$ cat src/rtl/pe_operand_sequencer.sv
`timescale 1ns/1ps
`default_nettype none
// ============================================================================
// Module      : pe_operand_sequencer
// Description : Per-PE instruction sequencer. Fetches and decodes words, stalls
//               until the neighbour/bus operands are present, then issues the
//               op_selector selects, ALU op and destination, popping the FIFOs.
//               Optional build macro STALL_CNT_EN adds a saturating WAIT-cycle
//               counter on output stall_cycles.
// Revision    : 1.0 - initial release
// ============================================================================
module pe_operand_sequencer #(
    parameter int ADDR_W = 8,
    parameter int INST_W = 12
) (
    input  logic              clk,
    input  logic              reset_n,
    input  logic              start,
    input  logic [ADDR_W-1:0] prog_len,
    output logic              inst_rd,
    output logic [ADDR_W-1:0] inst_addr,
    input  logic [INST_W-1:0] inst_data,
    input  logic              neigh_valid,
    output logic              neigh_pop,
    input  logic              bus_valid,
    output logic              bus_pop,
    output logic [2:0]        sel0,
    output logic [2:0]        sel1,
    output logic [2:0]        alu_op,
    output logic [2:0]        dst,
    output logic              issue,
    output logic              busy,
    output logic              done
`ifdef STALL_CNT_EN
    ,
    output logic [15:0]       stall_cycles
`endif
);

    localparam logic [2:0]        c_sel_neigh = 3'd6;
    localparam logic [2:0]        c_sel_bus   = 3'd7;
    localparam logic [ADDR_W-1:0] c_one       = 1;

    typedef enum logic [2:0] {
        S_IDLE   = 3'd0,
        S_FETCH  = 3'd1,
        S_DECODE = 3'd2,
        S_WAIT   = 3'd3,
        S_ISSUE  = 3'd4,
        S_DONE   = 3'd5
    } state_t;

    state_t            r_state;
    state_t            w_state_nxt;
    logic [ADDR_W-1:0] r_pc;
    logic [ADDR_W-1:0] r_len;
    logic [INST_W-1:0] r_ir;

    logic w_start_acc;
    logic w_pc_inc;
    logic w_ir_load;
    logic w_last;

    // A word is ready when every FIFO named by either select has data.
    function automatic logic operands_ready(input logic [2:0] a, input logic [2:0] b,
                                            input logic nv, input logic bv);
        operands_ready = ((a != c_sel_neigh && b != c_sel_neigh) || nv) &&
                         ((a != c_sel_bus   && b != c_sel_bus)   || bv);
    endfunction

    assign w_last    = (r_pc == r_len - c_one);
    assign inst_addr = r_pc;
    assign busy      = (r_state != S_IDLE);

    always_comb begin
        w_state_nxt = r_state;
        w_start_acc = 1'b0;
        w_pc_inc    = 1'b0;
        w_ir_load   = 1'b0;
        inst_rd     = 1'b0;
        issue       = 1'b0;
        neigh_pop   = 1'b0;
        bus_pop     = 1'b0;
        sel0        = 3'd0;
        sel1        = 3'd0;
        alu_op      = 3'd0;
        dst         = 3'd0;
        done        = 1'b0;
        case (r_state)
            S_IDLE: begin
                if (start) begin
                    w_start_acc = 1'b1;
                    w_state_nxt = (prog_len == '0) ? S_DONE : S_FETCH;
                end
            end
            S_FETCH: begin
                inst_rd     = 1'b1;
                w_state_nxt = S_DECODE;
            end
            S_DECODE: begin
                w_ir_load = 1'b1;
                if (inst_data[11:9] == 3'd0) begin
                    // NOP retires straight from decode without touching the FIFOs
                    if (w_last) begin
                        w_state_nxt = S_DONE;
                    end else begin
                        w_pc_inc    = 1'b1;
                        w_state_nxt = S_FETCH;
                    end
                end else if (operands_ready(inst_data[8:6], inst_data[5:3], neigh_valid, bus_valid)) begin
                    w_state_nxt = S_ISSUE;
                end else begin
                    w_state_nxt = S_WAIT;
                end
            end
            S_WAIT: begin
                if (operands_ready(r_ir[8:6], r_ir[5:3], neigh_valid, bus_valid)) begin
                    w_state_nxt = S_ISSUE;
                end
            end
            S_ISSUE: begin
                issue     = 1'b1;
                sel0      = r_ir[8:6];
                sel1      = r_ir[5:3];
                alu_op    = r_ir[11:9];
                dst       = r_ir[2:0];
                // Both muxes share one FIFO head, so a doubled select pops once
                neigh_pop = (r_ir[8:6] == c_sel_neigh) || (r_ir[5:3] == c_sel_neigh);
                bus_pop   = (r_ir[8:6] == c_sel_bus)   || (r_ir[5:3] == c_sel_bus);
                if (w_last) begin
                    w_state_nxt = S_DONE;
                end else begin
                    w_pc_inc    = 1'b1;
                    w_state_nxt = S_FETCH;
                end
            end
            S_DONE: begin
                done        = 1'b1;
                w_state_nxt = S_IDLE;
            end
            default: begin
                w_state_nxt = S_IDLE;
            end
        endcase
    end

    always_ff @(posedge clk) begin
        if (!reset_n) begin
            r_state <= S_IDLE;
            r_pc    <= '0;
            r_len   <= '0;
            r_ir    <= '0;
        end else begin
            r_state <= w_state_nxt;
            if (w_start_acc) begin
                r_pc  <= '0;
                r_len <= prog_len;
            end else if (w_pc_inc) begin
                r_pc <= r_pc + c_one;
            end
            if (w_ir_load) begin
                r_ir <= inst_data;
            end
        end
    end

`ifdef STALL_CNT_EN
    logic [15:0] r_stall;

    always_ff @(posedge clk) begin
        if (!reset_n) begin
            r_stall <= 16'd0;
        end else if (w_start_acc) begin
            r_stall <= 16'd0;
        end else if (r_state == S_WAIT && r_stall != 16'hFFFF) begin
            r_stall <= r_stall + 16'd1;
        end
    end

    assign stall_cycles = r_stall;
`endif

endmodule
`default_nettype wire
$ cat config.mk
export PLATFORM = sky130hd
export DESIGN_NAME = pe_operand_sequencer
export DESIGN_NICKNAME = d
export VERILOG_FILES = /design/src/rtl/pe_operand_sequencer.sv
export SDC_FILE = /design/constraint.sdc
export NUM_CORES = 1
export LEC_CHECK = 0
export CAP_MARGIN = 20
export CORE_UTILIZATION = 43
export CTS_CLUSTER_SIZE = 30
export DETAILED_ROUTE_END_ITERATION = 10
export HOLD_SLACK_MARGIN = 0.15
export PLACE_DENSITY_LB_ADDON = 0.3
export SYNTH_ARGS = -nofsm -noshare
export SYNTH_HDL_FRONTEND = slang
export SYNTH_SLANG_ARGS = --single-unit
$ cat constraint.sdc
create_clock -name clk -period 1.7 [get_ports clk]
set_input_delay 0.34 -clock clk [delete_from_list [all_inputs] [get_ports clk]]
set_output_delay 0.34 -clock clk [all_outputs]
set_load 0.01 [all_outputs]
==> results.txt, run 1 <==
Outcome = complete, but fails checks
Failing checks = negative setup slack
Gpl congestion = 0.822
Int Power = 1.36 mW
Core area = 4030 µm²
Most frequent cells in the layout = nand2_1 (50), buf_4 (37), clkdlybuf4s50_1 (30), dfxtp_1 (23), a21boi_0 (21)
Minimum clock period = 1.86 ns
Final net count = 340
Iteration count of the initial detailed-routing pass = 4
Syn Area/Cell = 7.99 µm²
Mapped cell area = 1810 µm²
Hpwl dp = 3450 µm
Unique masters post-synth = 49
Sequential area share after synthesis = 34.4%
Synth warnings = 0
Die X = 66.8 µm
Worst skew pair latency = 0.29 ns
Pwr Density = 672 nW/µm²
Setup ws final = -0.161 ns
Hold path depth = 2
CP Class = reg -> reg
GRT overflow = 0
Wire per inst = 13.4 µm
Final Cycle Share = 109%
Hold WC Path Type = reg -> reg
Clock transition at path regs = 0.06 ns
Via/cell ratio = 5.10
Die ar. = 4460 µm²
Switching power = 0.505 mW
Worst Setup Start Kind = flop
Share of layout cells above drive strength 1 = 29.3%
Detailed-route via count = 1858
Die height = 66.8 µm
Finished Core Util = 68.8%
Post-DRT Antenna Nets = 0
Number of port buffers = 50
R2r worst-path depth = 7
Total Routing Usage GR = 23.7%
# rows = 23
First-pass GRT wire length = 7710 µm
Drt first-iter violations = 94
Max IR drop VDD = 455 µV
Crit path to = inst_addr[2]
DRC viols = 0
Max_cap viols = 0
Final setup violation count = 9
Vias in the first global route = 1632
Start of the worst register-to-register path = r_len[3]
Setup crit start = r_len[3]
Post-Synthesis Cells = 226
Register bit total from synthesis = 31
Commonest non-fill, non-tap cell in the layout = nand2_1
Initial antenna violation count = 0
CTS sink count = 31
Clock Skew = 0.00406 ns
Sequential Power Share = 42.2%
CTS Buf Count = 5
ANT cells = 0
Crit path DAT = 2.09 ns
Initial Utilization = 44.8%
Worst-path fanout max = 14
Fmax = 0.537 GHz
Worst relative slew slack = 77.0%
IO Pins = 51
CTS Hold Bufs = 0
Power share of the clock group = 34.9%
CTS H-tree lvls = 2
CTS tree = done
LEAKAGE = 1.22 nW
Reg2reg end = inst_addr[2]
Largest net degree at the start of global routing = 24
Routed wire length = 4890 µm
RSZ-0062 raised after global routing = true
Setup crit end kind = flop
Fin. max-slew vios = 0
Min-delay src = r_ir[10]
Root Buffer = clkbuf_8
Slew @ Worst Pin = 0.342 ns
Net Count, Synth = 253
Reg2Reg Setup Slack = -0.16 ns
Worst Path Required = 1.93 ns
Final-report hold violation count = 0
Combinational share of power = 22.9%
Area delta synth->final = 53.6%
CTS Buffer Depth = 2
Net Sw Frac = 27.1%
Hold slack = 0.456 ns
-- layout make-up --
| type | instances | area, µm² |
|---|---|---|
| fill | 342 | 1260 |
| timing repair buffer | 89 | 746 |
| inverter | 8 | 30.0 |
| sequential | 31 | 633 |
| tap | 50 | 62.6 |
| clock buffer | 8 | 100 |
| multi-input combinational | 178 | 1200 |
-- stage by stage --
step           total power [mW]  area [µm²]  setup WS [ns]  setup TNS (ns)  cells
3_3_place_gp               1.18        2630         -0.335           -2.09    353
4_1_cts                    1.86        2760         -0.141          -0.763    362
3_5_place_dp               1.19        2630         -0.362           -2.68    353
6_report                   1.86        2770         -0.161          -0.676    364
2_1_floorplan             0.994        1830        -0.0199         -0.0482    226
5_1_grt                    1.96        2770         -0.250           -1.50    364
-- logic make-up (layout without fill, tap and decap cells) --
group | Yosys count | count (layout) | share of synthesized area, %
flip-flops | 31 | 31 | 34.4
AO/OA/AOI/OAI | 52 | 52 | 22.4
multiplexers | 4 | 4 | 2.36
buffers and inverters | 17 | 105 | 4.02
XOR/XNOR | 9 | 9 | 4.37
AND/OR/NAND/NOR | 111 | 111 | 31.1
adder cells (fa/ha/maj) | 2 | 2 | 1.39
-- power by group through the flow --
stage               Clock, mW  Combinational [mW]  Sequential, mW
floorplan                   0               0.198           0.796
global placement            0               0.384           0.797
detailed placement          0               0.389           0.798
CTS                     0.667               0.406           0.785
global route            0.703               0.466           0.790
finish                  0.651               0.427           0.786
-- layer usage --
layer | track usage (%) | part of all wire (%) | vias up
li1 | - | - | 961
met5 | 0 | 0 | -
met3 | 7.36 | 4.7 | 6
met1 | 32.3 | 50 | 846
met2 | 35.2 | 44 | 45
met4 | 7.45 | 1.3 | 0
-- synth_stat cells, drive strengths merged --
cell type	count	share of area, %
mux2i	2	1.1
a211o	1	0.49
and3	15	5.2
clkbuf	7	1.5
nor2b	1	0.35
nand4b	1	0.49
inv	8	1.7
nand3b	1	0.42
nor3	4	1.7
and2	3	1.2
o22ai	2	0.69
and4	2	0.97
nand3	3	0.83
xnor2	5	2.4
buf	2	0.90
nand4	4	1.4
ha	2	1.4
or2b	1	0.42
a21bo	1	0.55
mux2	2	1.2
a311oi	1	0.83
and3b	2	0.97
a21oi	9	2.9
xor2	4	1.9
o21ai	3	0.83
a31o	4	1.9
a31oi	3	1.9
nor3b	3	1.2
o22a	2	0.97
or2	2	0.69
a21boi	21	8.7
o2111a	1	0.62
a21o	1	0.42
nor4	2	0.69
nand2b	3	1.0
nor2	13	2.8
nand2	50	10
dfxtp	31	34
o211ai	3	1.5
or3	1	0.35
-- how the worst min path moves through the flow --
stage and endpoint:
6_report r_ir[10], 4_1_cts r_ir[10], 3_5_place_dp r_ir[10], 5_1_grt r_ir[10], 2_1_floorplan r_ir[11], 3_3_place_gp r_ir[9]
-- repair_timing --
item | CTS | global route
gates cloned | 0 | 0
setup buffers | 1 | 2
setup endpoints to repair | 27 | 27
pin swaps | 4 | 4
resized for setup | 36 | 37
-- state kept, by name, summed over array words and instances, names as in the netlist --
signal / flops
r_ir: 12
inst_addr: 8
r_len: 8
r_state: 3
-- critical path, cell delays in order (launching register included) --
cell and delay [ns]:
dfxtp_1 0.36, nor3_2 0.29, a31oi_2 0.16, a311oi_4 0.35, a31oi_4 0.13, buf_12 0.17, a21bo_1 0.21, a21oi_2 0.12
Power figures use the tool's default switching activity.
==> run 2, diff against run 1 <==
--- a/config.mk
+++ b/config.mk
@@ -9,8 +9,10 @@
 export CORE_UTILIZATION = 43
 export CTS_CLUSTER_SIZE = 30
 export DETAILED_ROUTE_END_ITERATION = 10
+export GPL_TIMING_DRIVEN = 0
 export HOLD_SLACK_MARGIN = 0.15
 export PLACE_DENSITY_LB_ADDON = 0.3
+export SLEW_MARGIN = 10
 export SYNTH_ARGS = -nofsm -noshare
 export SYNTH_HDL_FRONTEND = slang
 export SYNTH_SLANG_ARGS = --single-unit
==> run 2 against run 1 <==
Effect of this change: the run still ends with negative setup slack left; via count down 2.0%; maximum frequency up 1.7%; clock power is 14% lower; cell count is 6.6% lower; critical path depth up 2; sequential power up 0.5%; power fell by 7.3%; clock skew is 0.00087 ns higher; first-iteration DRC count increased by 33%.
==> results.txt, run 2 (synthesized netlist as in run 1, its figures left out) <==
Pwr Density = 676 nW/µm² (+0.61%)
Slew @ Worst Pin = 0.482 ns (+0.140 ns)
Sequential Power Share = 45.7% (+3.5 points)
Worst-path cell chain = inv_2, ha_4, buf_4, a31oi_1, a311oi_2, a31oi_4, buf_6, a21oi_2, a31o_1
Power share of the clock group = 32.6% (-2.3 points)
Final-report hold violation count = 0 (unchanged)
CTS tree = done
Die height = 66.8 µm (unchanged)
Top Metal Used = met4
CTS Buf Count = 5 (unchanged)
Worst-case hold path end point = r_ir[6]
Total of fill cells in the finished design = 363 (+6.1%)
Worst skew pair latency = 0.28 ns (about the same)
Clock transition at path regs = 0.07 ns (about the same)
# rows = 23 (unchanged)
Worst Path Required = 1.87 ns (-0.06 ns)
Hold path depth = 3 (+1)
Met1 Routed Length = 2310 µm (-5.6%)
Share of layout cells above drive strength 1 = 22.8% (-6.5 points)
Hold WC Path Type = in -> reg
Int Power = 1.23 mW (-9.6%)
Largest net degree at the start of global routing = 11 (-54%)
Minimum clock period = 1.83 ns (-0.0303 ns)
Failing checks = negative setup slack
Reg2reg end = inst_addr[3]
Register area = 638 µm² (+0.79%)
Vias in the first global route = 1651 (+1.2%)
Initial antenna violation count = 0 (unchanged)
Largest stage delay, worst path = 0.35 ns (about the same)
Root Buffer = clkbuf_8
IO Pins = 51 (unchanged)
Wire per inst = 14.0 µm (+3.8%)
Final setup TNS = -0.844 ns (-0.167 ns)
Pwr Total = 1.73 mW (-7.3%)
Core area = 4030 µm² (unchanged)
Final net count = 316 (-7.1%)
Number of port buffers = 50 (unchanged)
Iteration count of the initial detailed-routing pass = 4 (unchanged)
Die X = 66.8 µm (unchanged)
CP Class = reg -> reg
Met2 WL = 2180 µm (+1.0%)
Fin. max-slew vios = 0 (unchanged)
Routed wire length = 4750 µm (-3.0%)
Max reg flops = 12 (unchanged)
Total Routing Usage GR = 22.8% (-0.94 points)
Gpl congestion = 0.813 (-1.1%)
Initial Utilization = 44.8% (unchanged)
Metal3 WL = 224 µm (-2.2%)
Reg2Reg Setup Slack = -0.13 ns (+0.03 ns)
First-pass GRT wire length = 7670 µm (-0.45%)
Outcome = complete, but fails checks
Most flops, register = r_ir
ANT cells = 0 (unchanged)
Setup crit end kind = flop
Worst-path fanout max = 6 (-8)
Area delta synth->final = 41.5%
Clock Skew = 0.00493 ns (+0.000874 ns)
Hpwl dp = 3370 µm (-2.2%)
Final Cycle Share = 108% (-1.8 points)
Max IR drop VDD = 483 µV (+6.1%)
Worst Setup Start Kind = flop
Net Sw Frac = 28.9% (+1.8 points)
Switching power = 0.500 mW (-1.0%)
Via/cell ratio = 5.36 (+4.9%)
Max_cap viols = 0 (unchanged)
Post-DRT Antenna Nets = 0 (unchanged)
Worst relative slew slack = 67.9% (-9.1 points)
Hold slack = 0.369 ns (-0.0877 ns)
LEAKAGE = 1.05 nW (-14%)
CTS sink count = 31 (unchanged)
Commonest non-fill, non-tap cell in the layout = nand2_1
GRT overflow = 0 (unchanged)
Die ar. = 4460 µm² (unchanged)
RSZ-0062 raised after global routing = true
Combinational share of power = 21.7% (-1.2 points)
R2r worst-path depth = 9 (+2)
Drt first-iter violations = 125 (+33%)
Fmax = 0.546 GHz (+1.7%)
CTS Buffer Depth = 2 (unchanged)
Most frequent cells in the layout = nand2_1 (50), clkdlybuf4s50_1 (31), dfxtp_1 (23), a21boi_0 (21)
Slowest stage cell on the critical path = dfxtp_2
Min-delay src = inst_data[6]
Crit path DAT = 2.00 ns (-0.09 ns)
DRC viols = 0 (unchanged)
Setup ws final = -0.130 ns (+0.0303 ns)
Start of the worst register-to-register path = r_len[1]
Area taken by multi-input logic gates = 1190 µm² (-0.63%)
CTS H-tree lvls = 2 (unchanged)
Final setup violation count = 8 (-1)
Detailed-route via count = 1821 (-2.0%)
## run 2: per-stage QoR
step	cells	setup WS (ns)	cell area, µm²	utilization [%]
floorplan	226	-0.0199	1830	-
global placement	326	-0.410	2390	59.3
detailed placement	326	-0.422	2390	59.3
CTS	340	-0.110	2600	64.5
global route	340	-0.243	2550	63.4
finish	340	-0.130	2550	63.4
## run 2: worst max path at each step
| stage | start | end |
|---|---|---|
| final | r_len[1] | inst_addr[3] |
| after global routing | r_len[1] | inst_addr[0] |
| after CTS | r_len[0] | inst_addr[6] |
| after detailed placement | inst_data[11] | inst_addr[3] |
| after global placement | inst_data[11] | inst_addr[6] |
| after floorplan | r_len[0] | inst_addr[3] |
## run 2: what timing repair did
| action | in CTS | in global routing |
|---|---|---|
| hold buffers | 0 | 0 |
| buffers inserted | 5 | 0 |
| resized for setup | 57 | 28 |
| pin swaps | 10 | 7 |
| endpoints found under the setup margin | 28 | 32 |
| gates cloned | 1 | 0 |
## run 2: layout make-up
class | instances | share of cell area [%]
Timing Repair Buffer | 56 | 18.6
Clock buffer | 5 | 2.69
Tap cell | 50 | 2.45
Sequential cell | 31 | 25.0
Clock inverter | 3 | 0.588
Multi-Input combinational cell | 178 | 46.7
Inverter | 8 | 1.18
Buffer | 9 | 2.84
## run 2: routing by layer
layer / up-vias / global-route usage [%]
li1: 922 / -
met1: 849 / 32.3
met2: 46 / 34.7
met3: 4 / 4.11
met4: 0 / 6.65
met5: - / 0
## run 2: worst max-delay path: cells and delay by family, from the launching register on
kind	cells	cell delay [ns]
adders and majority gates	1	0.17
AOI/OAI and AO/OA	5	0.86
buffers and inverters	3	0.35
DFF	1	0.35
## run 2: power groups by stage
stage / combinational [mW] / sequential, mW / clock (mW)
after floorplan: 0.198 / 0.796 / 0
after CTS: 0.361 / 0.788 / 0.579
after detailed placement: 0.320 / 0.804 / 0
after global placement: 0.313 / 0.803 / 0
after global routing: 0.407 / 0.794 / 0.613
final: 0.375 / 0.790 / 0.563
==> run 3, diff against run 2 <==
--- a/config.mk
+++ b/config.mk
@@ -9,10 +9,10 @@
 export CORE_UTILIZATION = 43
 export CTS_CLUSTER_SIZE = 30
 export DETAILED_ROUTE_END_ITERATION = 10
-export GPL_TIMING_DRIVEN = 0
 export HOLD_SLACK_MARGIN = 0.15
 export PLACE_DENSITY_LB_ADDON = 0.3
 export SLEW_MARGIN = 10
 export SYNTH_ARGS = -nofsm -noshare
 export SYNTH_HDL_FRONTEND = slang
 export SYNTH_SLANG_ARGS = --single-unit
+export TNS_END_PERCENT = 20
==> run 3 against run 2 <==
Effect of this change: the flow still finishes with violations (negative setup slack); maximum frequency down 2.2%; setup slack worse by 0.041 ns; sequential power about the same; sequential share of layout area down 2.7 points; critical path depth unchanged; clock power up 15%; worst hold slack better by 0.096 ns; first-iteration DRC count up 4.8%; critical path type unchanged; critical endpoint is now inst_addr[7]; largest power group unchanged.
==> results.txt, run 3 (synthesized netlist as in run 1, its figures left out) <==
Final net count = 343 (+8.5%)
Share of layout cells above drive strength 1 = 28.7% (+5.9 points)
Final-report hold violation count = 0 (unchanged)
# rows = 23 (unchanged)
RSZ-0062 raised after global routing = true
CP Class = reg -> reg
CTS Buffer Depth = 2 (unchanged)
Max reg flops = 12 (unchanged)
Initial Utilization = 44.8% (unchanged)
Number of port buffers = 50 (unchanged)
Switching power = 0.508 mW (+1.7%)
Setup crit end kind = flop
Worst relative slew slack = 72.4% (+4.5 points)
Worst Setup Start Kind = flop
GRT overflow = 0 (unchanged)
Hold WC Path Type = reg -> reg
Pwr Total = 1.87 mW (+8.3%)
Slowest stage cell on the critical path = dfxtp_2
Vias in the first global route = 1767 (+7.0%)
Net Sw Frac = 27.2% (-1.8 points)
Crit path DAT = 2.09 ns (+0.09 ns)
DRC viols = 0 (unchanged)
Sequential Power Share = 42.1% (-3.6 points)
CTS H-tree lvls = 2 (unchanged)
Fmax = 0.534 GHz (-2.2%)
Root Buffer = clkbuf_8
Via/cell ratio = 5.30 (-1.0%)
Post-DRT Antenna Nets = 0 (unchanged)
Most flops, register = r_ir
Area delta synth->final = 57.7%
CTS Buf Count = 5 (unchanged)
Power share of the clock group = 34.5% (+1.9 points)
Final Non-Filler Cells = 367 (+7.9%)
Worst-path fanout max = 7 (+1)
Max_cap viols = 0 (unchanged)
Slew @ Worst Pin = 0.411 ns (-0.0716 ns)
Pwr Density = 657 nW/µm² (-2.8%)
Minimum clock period = 1.87 ns (+0.0408 ns)
Failing checks = negative setup slack
Initial antenna violation count = 0 (unchanged)
Clock transition at path regs = 0.07 ns (about the same)
Detailed-route via count = 1945 (+6.8%)
Max IR drop VDD = 402 µV (-17%)
Largest stage delay, worst path = 0.33 ns (-0.02 ns)
Total Routing Usage GR = 24.7% (+2.0 points)
Worst skew pair latency = 0.29 ns (about the same)
Combinational share of power = 23.5% (+1.8 points)
Final Cycle Share = 110% (+2.4 points)
Outcome = complete, but fails checks
Hpwl dp = 3780 µm (+12%)
Worst-path cell chain = inv_2, ha_4, buf_4, and4_1, a311oi_4, a31oi_4, buf_12, a31o_1, a21oi_2
CTS sink count = 31 (unchanged)
CTS tree = done
IO Pins = 51 (unchanged)
Hold slack = 0.465 ns (+0.0965 ns)
Gpl congestion = 0.821 (+0.96%)
Largest net degree at the start of global routing = 20 (+9)
Finished Core Util = 70.7% (+7.3 points)
Core area = 4030 µm² (unchanged)
Total of fill cells in the finished design = 325 (-10%)
Int Power = 1.36 mW (+11%)
Die ar. = 4460 µm² (unchanged)
Routed wire length = 5310 µm (+12%)
Setup ws final = -0.171 ns (-0.0408 ns)
Clock Skew = 0.00833 ns (+0.00340 ns)
Cells after DPL = 356 (+9.2%)
Die X = 66.8 µm (unchanged)
Most frequent cells in the layout = nand2_1 (50), buf_4 (39), clkdlybuf4s50_1 (28), dfxtp_1 (22), a21boi_0 (21)
Worst Path Required = 1.92 ns (+0.05 ns)
Fin. max-slew vios = 0 (unchanged)
Final setup violation count = 9 (+1)
Commonest non-fill, non-tap cell in the layout = nand2_1
Wire per inst = 14.5 µm (+3.7%)
Pre-CTS setup slack = -0.312 ns (+0.110 ns)
Iteration count of the initial detailed-routing pass = 4 (unchanged)
Drt first-iter violations = 131 (+4.8%)
First-pass GRT wire length = 8160 µm (+6.4%)
ANT cells = 0 (unchanged)
LEAKAGE = 1.27 nW (+22%)
Die height = 66.8 µm (unchanged)
-- run 3: cell type report --
cell class / instances / area (µm²) / share of cell area, %
Sequential cell: 31 / 634 / 22.3
Clock buffer: 8 / 100 / 3.51
Tap cell: 50 / 62.6 / 2.20
Multi-Input combinational cell: 178 / 1210 / 42.4
Inverter: 8 / 30.0 / 1.05
Timing Repair Buffer: 92 / 812 / 28.5
-- run 3: timing repair --
action / CTS / global route
setup endpoints to repair: 29 / 29
pin swaps: 4 / 2
buffers inserted: 0 / 3
resized for setup: 29 / 39
hold buffers: 0 / 0
-- run 3: critical path, delay by kind of cell (launching register included) --
| kind | cells | cell delay (ns) |
|---|---|---|
| buf+inv | 3 | 0.35 |
| flops | 1 | 0.33 |
| fa+ha+maj | 1 | 0.17 |
| compound gates | 4 | 0.76 |
| simple gates | 1 | 0.20 |
-- run 3: per-layer routing --
metal  up-vias  GRT usage (%)  wire length (µm)
met1       912           33.8              2480
met5         -              0                 0
met4         0           8.24                59
met2        52           37.5              2530
met3         8           5.99               236
li1        973              -                 -
-- run 3: path summary, 6_finish.rpt --
check,end,startpoint,cells past startpoint,slack [ns]
max,inst_addr[7],r_len[0],9,-0.17
min,r_ir[1],r_ir[1],2,0.47
max reg2reg,inst_addr[7],r_len[0],9,-0.17
min reg2reg,r_ir[1],r_ir[1],2,0.47
-- run 3: power by group through the flow --
| stage | combinational (mW) | clock (mW) | sequential (mW) |
|---|---|---|---|
| final | 0.439 | 0.645 | 0.787 |
| after global routing | 0.474 | 0.693 | 0.790 |
| after global placement | 0.383 | 0 | 0.797 |
| after detailed placement | 0.393 | 0 | 0.798 |
| after CTS | 0.396 | 0.655 | 0.783 |
| after floorplan | 0.198 | 0 | 0.796 |
-- run 3: through the flow --
stage                     setup TNS (ns)  cell area (µm²)
after floorplan                  -0.0482             1830
after global placement             -2.25             2650
after detailed placement           -2.88             2650
after CTS                         -0.812             2760
after global routing               -1.81             2850
final                              -1.07             2850
